## src/rtl/data_mem_pkg.sv

```systemverilog
// Shared types and decode helpers for the MEM-stage data memory bridge.
// Holds the FSM state encoding, FUNCT3 opcodes and access-size decoding.
package data_mem_pkg;

    typedef enum logic [1:0] {
        ST_IDLE   = 2'd0,
        ST_ACCESS = 2'd1,
        ST_DONE   = 2'd2
    } state_t;

    // SZ_NONE marks an illegal FUNCT3 for the requested direction.
    typedef enum logic [1:0] {
        SZ_BYTE = 2'd0,
        SZ_HALF = 2'd1,
        SZ_WORD = 2'd2,
        SZ_NONE = 2'd3
    } size_t;

    localparam logic [2:0] F3_LB  = 3'b000;
    localparam logic [2:0] F3_LH  = 3'b001;
    localparam logic [2:0] F3_LW  = 3'b010;
    localparam logic [2:0] F3_LBU = 3'b100;
    localparam logic [2:0] F3_LHU = 3'b101;
    localparam logic [2:0] F3_SB  = 3'b000;
    localparam logic [2:0] F3_SH  = 3'b001;
    localparam logic [2:0] F3_SW  = 3'b010;

    function automatic size_t decode_size(input logic is_store, input logic [2:0] funct3);
        size_t size_v;
        size_v = SZ_NONE;
        if (is_store) begin
            case (funct3)
                F3_SB:   size_v = SZ_BYTE;
                F3_SH:   size_v = SZ_HALF;
                F3_SW:   size_v = SZ_WORD;
                default: size_v = SZ_NONE;
            endcase
        end else begin
            case (funct3)
                F3_LB, F3_LBU: size_v = SZ_BYTE;
                F3_LH, F3_LHU: size_v = SZ_HALF;
                F3_LW:         size_v = SZ_WORD;
                default:       size_v = SZ_NONE;
            endcase
        end
        return size_v;
    endfunction

    function automatic logic is_misaligned(input size_t size, input logic [1:0] offset);
        logic bad_v;
        case (size)
            SZ_HALF: bad_v = offset[0];
            SZ_WORD: bad_v = |offset;
            default: bad_v = 1'b0;
        endcase
        return bad_v;
    endfunction

endpackage

```

## src/rtl/data_mem_interface_byte_lane_aligner.sv

```systemverilog
// Combinational lane logic: byte enables, store replication and
// left-justification of read data (addressed byte/half moved to the top).
module byte_lane_aligner
    import data_mem_pkg::*;
(
    input  logic [1:0]  size,
    input  logic [1:0]  offset,
    input  logic [31:0] store_data,
    input  logic [31:0] read_data,
    output logic [3:0]  byte_en,
    output logic [31:0] store_lanes,
    output logic [31:0] read_left
);

    logic [4:0] shift_s;

    // Lane selection per access size; the mask clears lanes outside the addressed item.
    always_comb begin
        byte_en     = 4'b1111;
        store_lanes = store_data;
        read_left   = read_data;
        shift_s     = 5'd0;
        case (size)
            SZ_BYTE: begin
                shift_s     = {2'd3 - offset, 3'b000};
                byte_en     = 4'b0001 << offset;
                store_lanes = {4{store_data[7:0]}};
                read_left   = (read_data << shift_s) & 32'hFF00_0000;
            end
            SZ_HALF: begin
                shift_s     = {2'd2 - offset, 3'b000};
                byte_en     = 4'b0011 << offset;
                store_lanes = {2{store_data[15:0]}};
                read_left   = (read_data << shift_s) & 32'hFFFF_0000;
            end
            SZ_WORD: begin
                shift_s     = 5'd0;
                byte_en     = 4'b1111;
                store_lanes = store_data;
                read_left   = read_data;
            end
            default: begin
                shift_s     = 5'd0;
                byte_en     = 4'b0000;
                store_lanes = 32'h0000_0000;
                read_left   = 32'h0000_0000;
            end
        endcase
    end

endmodule

```

## src/rtl/data_mem_interface.sv

```systemverilog
// MEM-stage bridge to a handshaked word-wide data memory: validates the
// request, holds the pipeline while the access is outstanding, and times out.
module data_mem_interface
    import data_mem_pkg::*;
#(
    parameter int unsigned TIMEOUT_CYCLES = 255
) (
    input  logic        CLK,
    input  logic        RESET,
    input  logic        MEM_READ,
    input  logic        MEM_WRITE,
    input  logic [2:0]  FUNCT3,
    input  logic [31:0] ADDRESS,
    input  logic [31:0] WRITE_DATA,
    output logic [31:0] DATA_OUT,
    output logic        BUSY,
    output logic        FAULT,
    output logic [31:0] MEM_ADDRESS,
    output logic [3:0]  MEM_BYTE_EN,
    output logic [31:0] MEM_WDATA,
    output logic        MEM_RD_REQ,
    output logic        MEM_WR_REQ,
    input  logic [31:0] MEM_RDATA,
    input  logic        MEM_ACK
);

    // Last counter value of a request window; reaching it without ACK aborts.
    localparam logic [7:0] TIMEOUT_LAST = 8'(TIMEOUT_CYCLES - 1);

    state_t      state_r;
    logic [7:0]  count_r;
    size_t       size_r;
    logic [1:0]  offset_r;
    logic        is_load_r;
    logic [31:0] data_out_r;
    logic        fault_r;
    logic [31:0] mem_address_r;
    logic [3:0]  mem_byte_en_r;
    logic [31:0] mem_wdata_r;
    logic        rd_req_r;
    logic        wr_req_r;

    logic        single_req_s;
    size_t       req_size_s;
    logic        misaligned_s;
    logic        start_s;
    logic        fault_req_s;
    size_t       lane_size_s;
    logic [1:0]  lane_offset_s;
    logic [3:0]  lane_byte_en_s;
    logic [31:0] lane_store_s;
    logic [31:0] lane_read_s;

    // Request qualification in IDLE; lanes follow the live request in IDLE and the latched one otherwise.
    always_comb begin
        single_req_s = MEM_READ ^ MEM_WRITE;
        req_size_s   = decode_size(MEM_WRITE, FUNCT3);
        misaligned_s = is_misaligned(req_size_s, ADDRESS[1:0]);
        start_s      = 1'b0;
        fault_req_s  = 1'b0;
        if (state_r == ST_IDLE) begin
            start_s       = single_req_s && (req_size_s != SZ_NONE) && !misaligned_s;
            fault_req_s   = (MEM_READ && MEM_WRITE)
                          || (single_req_s && ((req_size_s == SZ_NONE) || misaligned_s));
            lane_size_s   = req_size_s;
            lane_offset_s = ADDRESS[1:0];
        end else begin
            start_s       = 1'b0;
            fault_req_s   = 1'b0;
            lane_size_s   = size_r;
            lane_offset_s = offset_r;
        end
    end

    byte_lane_aligner u_aligner (
        .size        (lane_size_s),
        .offset      (lane_offset_s),
        .store_data  (WRITE_DATA),
        .read_data   (MEM_RDATA),
        .byte_en     (lane_byte_en_s),
        .store_lanes (lane_store_s),
        .read_left   (lane_read_s)
    );

    // Stall is raised in the accepting IDLE cycle itself, so it cannot be registered.
    assign BUSY = RESET && (start_s || (state_r == ST_ACCESS));

    assign DATA_OUT    = data_out_r;
    assign FAULT       = fault_r;
    assign MEM_ADDRESS = mem_address_r;
    assign MEM_BYTE_EN = mem_byte_en_r;
    assign MEM_WDATA   = mem_wdata_r;
    assign MEM_RD_REQ  = rd_req_r;
    assign MEM_WR_REQ  = wr_req_r;

    // Access FSM with timeout counter and all registered outputs.
    always_ff @(posedge CLK or negedge RESET) begin
        if (!RESET) begin
            state_r       <= ST_IDLE;
            count_r       <= 8'd0;
            size_r        <= SZ_NONE;
            offset_r      <= 2'd0;
            is_load_r     <= 1'b0;
            data_out_r    <= 32'h0000_0000;
            fault_r       <= 1'b0;
            mem_address_r <= 32'h0000_0000;
            mem_byte_en_r <= 4'b0000;
            mem_wdata_r   <= 32'h0000_0000;
            rd_req_r      <= 1'b0;
            wr_req_r      <= 1'b0;
        end else begin
            fault_r <= 1'b0;
            case (state_r)
                ST_IDLE: begin
                    if (start_s) begin
                        state_r       <= ST_ACCESS;
                        count_r       <= 8'd0;
                        size_r        <= req_size_s;
                        offset_r      <= ADDRESS[1:0];
                        is_load_r     <= MEM_READ;
                        mem_address_r <= {ADDRESS[31:2], 2'b00};
                        mem_byte_en_r <= MEM_READ ? 4'b1111 : lane_byte_en_s;
                        mem_wdata_r   <= MEM_READ ? 32'h0000_0000 : lane_store_s;
                        rd_req_r      <= MEM_READ;
                        wr_req_r      <= MEM_WRITE;
                    end else begin
                        fault_r <= fault_req_s;
                    end
                end
                ST_ACCESS: begin
                    if (MEM_ACK) begin
                        rd_req_r <= 1'b0;
                        wr_req_r <= 1'b0;
                        state_r  <= ST_DONE;
                        if (is_load_r) begin
                            data_out_r <= lane_read_s;
                        end else begin
                            data_out_r <= data_out_r;
                        end
                    end else if (count_r == TIMEOUT_LAST) begin
                        rd_req_r   <= 1'b0;
                        wr_req_r   <= 1'b0;
                        fault_r    <= 1'b1;
                        data_out_r <= 32'h0000_0000;
                        state_r    <= ST_DONE;
                    end else begin
                        count_r <= count_r + 8'd1;
                    end
                end
                ST_DONE: begin
                    state_r <= ST_IDLE;
                end
                default: begin
                    state_r  <= ST_IDLE;
                    rd_req_r <= 1'b0;
                    wr_req_r <= 1'b0;
                end
            endcase
        end
    end

endmodule

```

## config.mk

```make
export PLATFORM = sky130hd
export DESIGN_NAME = data_mem_interface
export DESIGN_NICKNAME = d
export VERILOG_FILES = /design/src/rtl/data_mem_pkg.sv /design/src/rtl/data_mem_interface_byte_lane_aligner.sv /design/src/rtl/data_mem_interface.sv
export SDC_FILE = /design/constraint.sdc
export NUM_CORES = 1
export LEC_CHECK = 0
export CAP_MARGIN = 10
export CORE_ASPECT_RATIO = 1.1
export CORE_UTILIZATION = 51
export CTS_BUF_LIST = sky130_fd_sc_hd__clkbuf_4
export DETAILED_ROUTE_END_ITERATION = 16
export GPL_ROUTABILITY_DRIVEN = 0
export PLACE_DENSITY = 0.95
export REMOVE_ABC_BUFFERS = 1
export SYNTH_ARGS = -nofsm -noshare
export SYNTH_HDL_FRONTEND = slang
export SYNTH_SLANG_ARGS = --single-unit
```

## constraint.sdc

```tcl
create_clock -name CLK -period 7.3 [get_ports CLK]
set_input_delay 1.46 -clock CLK [delete_from_list [all_inputs] [get_ports CLK]]
set_output_delay 1.46 -clock CLK [all_outputs]
set_load 0.005 [all_outputs]
```

After elaboration in Yosys (flattened, before gate mapping):

Cells that the tools add are included.

* $add $sub $neg: 3
* eq/ne operators: 18
* shift-type cells: 4
* mux-type cells: 33
* bitwise logic cells: 2
* reductions and logical operators: 22

Operators by type and width (count)
* $pmux 32 s3: 2
* $mux 32: 4
* $shl 32x5->32: 2
* $mux 8: 3
* $pmux 8 s2: 1
* $mux 2: 6
* $pmux 2 s3: 2
* $pmux 4 s3: 1
* $add 8x1->8 const B: 1
* $eq 2x2->1 const B: 4
* $eq 8x8->1 const B: 1
* $mux 1: 8
* $ne 2x2->1 const B: 4
* $eq 2x1->1 const B: 3
* $eq 3x3->1 const B: 2
* $pmux 1 s3: 2
* $reduce_and 3->1: 2
* $reduce_or 2->1: 3
* $logic_and 1x1->1: 5
* $logic_not 2->1: 2
* $mux 4: 1
* $pmux 1 s2: 2
* $pmux 2 s2: 1
* $reduce_and 2->1: 2
* other kinds (14): 18

* flip-flop bits (word level): 116
* input bits: 104
* output and inout port bits: 104
* word-level logic and storage cells: 94

Depth between registers and ports, before layout:

Gate-level depths: netlist of run 1.

* depth after elaboration: 11
* gate-level depth with buffers: 12
* gate-level depth less buffers: 8

Hierarchy:

Synthesis of run 1 repeated with hierarchy kept, for this count alone.

* cells, all modules: 595
* area total of the unflattened synthesis: 6263.5 µm²

By module, submodules not included
* data_mem_interface: times used 1, cells an instance 401, area an instance 4848.4 µm², sequential area each 2905.3 µm²
* byte_lane_aligner: times used 1, cells an instance 194, area an instance 1415.1 µm², sequential area each 0.0 µm²

Least setup slack after synthesis of run 1:

OpenSTA, ideal clock, no wires.

* path kind: input -> output
* start point: in FUNCT3[1]
* end point: out BUSY
* data arrival time: 2.851 ns
* data required time: 5.840 ns
* slack: 2.989 ns
* cell stages on the path: 8
* path buffers: 0
* cells stage by stage: o21a_1 > nor2_1 > inv_1 > ha_1 > nor2_1 > o2111a_1 > nor2_1 > nor3b_1

* cells in the longest elaborated chain, start to end: 11
* elaborated cells on any way between the ends: 20
* those cells by class: 7 x eq/ne; 5 x mux; 8 x reduce/logical

RTL lines
* from (decl): line data_mem_interface.sv:12 `input logic [2:0] FUNCT3,`
* $eq 3x1->1, or another cell as far along: line data_mem_pkg.sv:32, data_mem_pkg.sv:39
* $reduce_or 2->1: line data_mem_pkg.sv:39 `case (funct3)`
* $pmux 2 s3: line data_mem_pkg.sv:39
* $mux 2 *: line data_mem_pkg.sv:31 `if (is_store) begin`
* net req_size_s[0]: line data_mem_interface.sv:44 `size_t req_size_s;`
* $eq 2x2->1 or $eq 2x1->1 (tied branches): line data_mem_pkg.sv:51 `case (size)`
* $pmux 1 s2: line data_mem_pkg.sv:51
* $logic_not 1->1: line data_mem_interface.sv:62 `start_s = single_req_s && (req_size_s != SZ_NONE) && !misaligned_s;`
* $logic_and 1x1->1 *: line data_mem_interface.sv:62
* $mux 1 *: line data_mem_interface.sv:61 `if (state_r == ST_IDLE) begin`
* $logic_or 1x1->1 *: line data_mem_interface.sv:86 `assign BUSY = RESET && (start_s || (state_r == ST_ACCESS));`
* $logic_and 1x1->1 *: line data_mem_interface.sv:86
* to (decl): line data_mem_interface.sv:16 `output logic BUSY,`

The timed path passes the listed nets; every way through them passes the cells marked *.

Worst setup path in the final report of run 1:

* start point: in MEM_WRITE
* end point: out BUSY

* cells in the longest elaborated chain, start to end: 8
* elaborated cells on any way between the ends: 12
* those cells by class: 3 x eq/ne; 3 x mux; 1 x bitwise; 5 x reduce/logical

RTL lines
* from (decl): line data_mem_interface.sv:11 `input logic MEM_WRITE,`
* $mux 2 *: line data_mem_pkg.sv:31
* net req_size_s[0]: line data_mem_interface.sv:44
* $eq 2x2->1 or $eq 2x1->1 (tied branches): line data_mem_pkg.sv:51
* $pmux 1 s2: line data_mem_pkg.sv:51
* $logic_not 1->1: line data_mem_interface.sv:62
* $logic_and 1x1->1 *: line data_mem_interface.sv:62
* $mux 1 *: line data_mem_interface.sv:61
* $logic_or 1x1->1 *: line data_mem_interface.sv:86
* $logic_and 1x1->1 *: line data_mem_interface.sv:86

Marks and branches as above.

==> results.md, run 1 <==
- Outcome: complete, no violations
- Synth Warn #: 0
- CP Class: in2out
- Finished Layout Cells: 978
- Antenna-violating nets left: 0
- Placed Instances: 941
- Relative slew margins: 0.272
- Core area: 11,400 sq um
- Initial antenna violation count: 2
- Post-Syn Area per Cell: 9.50 sq um
- Worst slew pin tran: 1.09 ns
- Most Crowded Layer GR: met2
- Max Fanout on Critical Path: 8
- Pleak: 3.66 nW
- Critical Path AT: 4.46 ns
- Area growth, synth to finish: 40.9%
- Top-Level Pins: 208
- Clock buffer depth: 2
- Post-synthesis cell count: ~630
- DP Area: a little over 8000 sq um
- Worst Setup End Kind: output port
- First-pass GRT wire length: 30.6 mm
- Cells along the critical path: clkdlybuf4s50_1, o21a_1, nor2_1, inv_1, ha_1, nor2_1, o2111a_1, nor2_1, nor3b_1, clkdlybuf4s50_1
- DIE WIDTH: 105 um
- Share of cells above drive strength 1: 0.0630
- Via/cell ratio: 6.35
- Pre-antenna DRT Iters: 8
- Number of synthesized flops with an enable pin: 0
- CTS tree: built
- Fmax: 169 MHz
- Overall power: 2.85 mW
- Final setup violation count: 0
- Endpoints failing hold: 0
- Total Wirelength: 19.8 mm
- Netlist cell types: 65
- CTS Buf Count: 17
- Hold Path Sink: MEM_ADDRESS[18]
- M2 GR Usage: 0.514
- Setup TNS: 0 ns
- Cell repeated most along the worst path: nor2_1
- Congestion Overflow GR: 0
- Die area: 12,200 sq um
- Initial Utilization: 0.522
- Via count: 6,214
- Hold Path Cell Cnt: 2
- Post-cts sizing count: 0
- Max Cap Viol: 0
- GRT met3 Usage: 0.107
- Largest net degree at the start of global routing: between 80 and 90
- Synth Flop Type: dfrtp_1
- Clock transition at path regs: 0.10 ns
- 1st-iter DRT viols: 651
- Worst Path Required: 5.84 ns
- Nets: about 900
- GR Util met1: 0.386
- Clk Latency, worst-skew pair: around 0.54 ns
- Synth Cell Area: approximately 6000 sq um
- VDD IR-drop max: 0.220 mV
- Clock sinks: 116
- Slowest CP cell: clkdlybuf4s50_1
- # rows: 41
- Fillers: 744
- Clock Skew: around 0.015 ns
- Max stage delay on crit path: 0.58 ns
- Worst R2R Start: state_r[1]
- Final worst path period share: 0.811
- Gr usage total: 0.322
- Seq cells post-synth: 116
- Worst R2R End: DATA_OUT[19]
- Fraction of registers with async set/reset: 1.00
- Hold WC Path Type: reg2reg
- DIE HEIGHT: 116 um
- Worst setup SP type: primary input
- RSZ-0062 raised after global routing: false
- R2R depth: 9
- Root cell of the clock tree: clkbuf_4
- Cts hold-fix bufs: 0
- Power density cells: between 300 and 400 nW/um^2
- Drt drc: 0
- R2r setup slk: between 3 and 4 ns
- Hold Startpoint: MEM_ADDRESS[18]
- Sequential area share after synthesis: 0.486
- Setup crit start: MEM_WRITE
- Vias in the first global route: 6,094
- # H-tree levels: 4
- I/O Buffers: 205
- Setup bufs post-CTS: 0
- Final HPWL DP: about 13 mm
- Fin crit period: 5.92 ns
- Final Cell Area: 8420 sq um
- Fin. max-slew vios: 0
- Wire per inst: ~20 um
[registers in the layout, summed over array words and instances, names as in the netlist]
signal	flops
DATA_OUT	32
MEM_WDATA	32
MEM_ADDRESS	30
count_r	8
MEM_BYTE_EN	4
offset_r	2
size_r	2
state_r	2
FAULT	1
MEM_RD_REQ	1
MEM_WR_REQ	1
is_load_r	1
[cell usage after synthesis, types with 9 or more instances]
master    count  share of area
nor3_1       12          0.010
a311oi_1      9          0.013
a22o_1       29          0.042
clkbuf_1     31          0.019
nor2_1       17          0.011
nand3_1      12          0.010
buf_2        13          0.011
a21boi_0     11          0.014
o21ai_0      26          0.022
a21oi_1      16          0.013
dfrtp_1     114           0.48
a31oi_1       9         0.0094
o221ai_1     11          0.016
and3_1       13          0.014
a221oi_1     10          0.015
nand2_1     153          0.096
[power breakdown]
| group | internal, mW | switching, mW | total [mW] |
|---|---|---|---|
| clock | 0.273 | 0.260 | 0.534 |
| combinational | 0.681 | 0.607 | 1.29 |
| sequential | 0.868 | 0.162 | 1.03 |
[per-layer routing]
layer,wire (um),part of all wire,vias to the layer above
met1,7420,0.38,3009
met3,2120,0.11,78
met4,749,0.038,0
met2,9490,0.48,446
met5,0,0,-
li1,-,-,2681
[cell type report]
| type | instances | area (sq um) | share of cell area |
|---|---|---|---|
| antenna | 3 | 7.51 | 0.000891 |
| inverter | 10 | 40.0 | 0.00475 |
| clock buffer | 18 | 135 | 0.0160 |
| timing repair buffer | 212 | 2130 | 0.253 |
| tap | 150 | 188 | 0.0223 |
| clock inverter | 14 | 185 | 0.0220 |
| sequential | 116 | 2910 | 0.345 |
| multi-input combinational | 455 | 2830 | 0.336 |
[kinds of logic after synthesis]
| group | Yosys count | share of synthesized area |
|---|---|---|
| AOI/OAI and AO/OA | 183 | 0.228 |
| muxes | 13 | 0.0341 |
| DFF | 116 | 0.486 |
| and+or+nand+nor | 247 | 0.188 |
| xor gates and xnor gates | 3 | 0.00440 |
| adders and majority gates | 7 | 0.0147 |
| other | 1 | 0.000627 |
| buffers and inverters | 59 | 0.0440 |
[critical path, delay by kind of cell]
family | cells | cell delay (ns)
compound gates | 2 | 0.51
fa+ha+maj | 1 | 0.22
buf+inv | 3 | 1.26
simple gates | 4 | 1.00
[cell usage in the layout, fill, tap and decap left out, drive strengths merged, types with 7 or more instances in the layout]
cell,n
a211o,8
clkbuf,18
a31oi,9
a21oi,16
o211ai,8
o21ai,28
nor2,17
buf,8
nand3,12
o31ai,7
dfrtp,114
clkdlybuf4s50,204
a22o,29
o221ai,11
inv,11
a21boi,11
ha,7
nor2b,8
a211oi,8
mux2i,8
and3,13
nand2,154
a22oi,8
a311oi,9
nor3,12
a221oi,10
[per-stage QoR]
| stage | utilization | worst slack, ns | hold slack [ns] |
|---|---|---|---|
| after global placement | 0.704 | 1.62 | 0.459 |
| after CTS | 0.732 | 1.50 | 0.494 |
| after floorplan | - | 1.51 | 0.461 |
| after global routing | 0.736 | 1.25 | 0.511 |
| after detailed placement | 0.704 | 1.51 | 0.469 |
| final | 0.736 | 1.38 | 0.490 |
[how the worst max path moves through the flow]
stage	endpoint	slack, ns	cells after the start
2_1_floorplan	MEM_WDATA[0]	1.51	7
3_3_place_gp	BUSY	1.62	10
3_5_place_dp	BUSY	1.51	10
4_1_cts	BUSY	1.50	10
5_1_grt	BUSY	1.25	10
6_report	BUSY	1.38	10
Power figures use the tool's default switching activity.
==> run 2: changes to the inputs <==
--- a/config.mk
+++ b/config.mk
@@ -7,11 +7,11 @@
 export LEC_CHECK = 0
 export CAP_MARGIN = 10
 export CORE_ASPECT_RATIO = 1.1
-export CORE_UTILIZATION = 51
+export CORE_UTILIZATION = 42
 export CTS_BUF_LIST = sky130_fd_sc_hd__clkbuf_4
 export DETAILED_ROUTE_END_ITERATION = 16
 export GPL_ROUTABILITY_DRIVEN = 0
-export PLACE_DENSITY = 0.95
+export PLACE_DENSITY = 0.86
 export REMOVE_ABC_BUFFERS = 1
 export SYNTH_ARGS = -nofsm -noshare
 export SYNTH_HDL_FRONTEND = slang
==> constraint.sdc (replaced) <==
create_clock -name CLK -period 4.88 [get_ports CLK]
set_input_delay 0.976 -clock CLK [delete_from_list [all_inputs] [get_ports CLK]]
set_output_delay 0.976 -clock CLK [all_outputs]
set_load 0.005 [all_outputs]
==> results.md, run 2 (synthesized netlist as in run 1, its figures left out) <==
- Largest net degree at the start of global routing: between 70 and 80
- Worst Path Required: 3.90 ns
- # rows: 45
- Wire per inst: around 18 um
- Placed Instances: between 900 and 1,000
- Initial Utilization: 0.432
- Area of the multi-input gates: roughly 2800 sq um
- Worst slew pin tran: 1.10 ns
- Fin crit period: 4.37 ns
- Final Cell Area: 8510 sq um
- Max stage delay on crit path: about 0.55 ns
- Post-cts sizing count: 0
- Cell repeated most along the worst path: clkdlybuf4s50_1
- CTS Buf Count: 17
- I/O Buffers: 205
- Critical Path AT: 3.40 ns
- DIE WIDTH: 116 um
- Clock transition at path regs: 0.12 ns
- Worst R2R End: DATA_OUT[31]
- Setup Slack @ Placement: 0.516 ns
- Max Cap Viol: 0
- Clock sinks: 116
- Fmax: 229 MHz
- Power density cells: about 500 nW/um^2
- CP top delay family: buffers and inverters
- 1st-iter DRT viols: 516
- Cells along the critical path: clkdlybuf4s50_1, a21oi_1, inv_1, ha_1, nand3b_1, o2111a_1, nor2_1, nor3b_1, clkdlybuf4s50_1
- Finished Layout Cells: a little over 1,000
- Clk Latency, worst-skew pair: 0.55 ns
- Root cell of the clock tree: clkbuf_4
- CP Buf/Inv Count: 3
- Hold WC Path Type: in2async
- Antenna-violating nets left: 0
- CTS tree: built
- Vias in the first global route: 5,693
- Via/cell ratio: 5.68
- Nets: 928
- Worst R2R Start: state_r[0]
- Slowest CP cell: clkdlybuf4s50_1
- Fillers: between 1,000 and 1,500
- DP Area: 8150 sq um
- DIE HEIGHT: 127 um
- Final worst path period share: 0.896
- Clock Skew: 0.0117 ns
- R2r setup slk: 1.22 ns
- R2R depth: 8
- Max Fanout on Critical Path: 5
- Worst setup SP type: primary input
- Fin. max-slew vios: 0
- Congestion Overflow GR: 0
- Share of cells above drive strength 1: 0.0711
- Reg area: 2910 sq um
- VDD IR-drop max: 0.287 mV
- Final setup violation count: 0
- Endpoints failing hold: 0
- Core area: 13,900 sq um
- Pre-antenna DRT Iters: 5
- Initial antenna violation count: 1
- Clock buffer depth: 2
- # H-tree levels: 4
- Via count: 5,790
- Top-Level Pins: 208
- Commonest non-fill, non-tap cell in the layout: clkdlybuf4s50_1
- Worst setup margin: 0.508 ns
- Setup bufs post-CTS: 0
- Most frequent cells in the layout: clkdlybuf4s50_1, nand2_1, dfrtp_1, a22o_1, o21ai_0
- RSZ-0062 raised after global routing: false
- CP Class: in2out
- Area growth, synth to finish: 42.4%
- Relative slew margins: 0.262
- Total Wirelength: 18.5 mm
- Cts hold-fix bufs: 0
- Drt drc: 0
- Die area: 14,700 sq um
- Pleak: 3.69 nW
- Outcome: complete, no violations
- Worst Setup End Kind: output port
- First-pass GRT wire length: 29.4 mm
- Gr usage total: 0.260
- Final HPWL DP: ~13 mm
[run 2: changes by cell type in the layout (fill, tap and decap cells not counted), sizes merged]
cell      before  now
buf            8   13
bufinv         4    5
clkbuf        18   17
clkinvlp       4    3
diode          3    1
inv           11   12
[run 2: metrics by stage]
step | power, mW | setup TNS [ns] | hold slack [ns] | utilization
global route | 4.54 | 0 | 0.383 | 0.614
global placement | 3.34 | 0 | 0.457 | 0.588
detailed placement | 3.40 | 0 | 0.461 | 0.588
finish | 4.26 | 0 | 0.399 | 0.614
CTS | 4.29 | 0 | 0.375 | 0.614
floorplan | 2.35 | -8.90 | 0.461 | -
[run 2: cell type report]
class / count / area share
timing repair buffer: 217 / 0.251
inverter: 10 / 0.00471
multi-input combinational: 455 / 0.332
sequential: 116 / 0.341
antenna: 1 / 0.000294
tap: 188 / 0.0276
clock buffer: 17 / 0.0150
clock inverter: 15 / 0.0271
[run 2: worst max path at each step]
stage | startpoint | end | cells after the start
6_report | MEM_WRITE | BUSY | 9
5_1_grt | MEM_WRITE | BUSY | 9
4_1_cts | MEM_WRITE | BUSY | 10
3_5_place_dp | MEM_WRITE | BUSY | 10
3_3_place_gp | MEM_WRITE | BUSY | 10
2_1_floorplan | FUNCT3[1] | MEM_WDATA[0] | 7
[run 2: metal layers]
layer,part of all wire,routed length [um],track usage,vias up
li1,-,-,-,2699
met3,0.090,1660,0.0901,31
met5,0,0,0,-
met1,0.41,7670,0.321,2784
met2,0.48,8860,0.424,276
met4,0.016,291,0.0822,0
[run 2: report_power, final]
part,total [mW],switching (mW),internal (mW)
combinational,1.86,0.859,1.00
clock,0.875,0.413,0.462
sequential,1.52,0.225,1.30
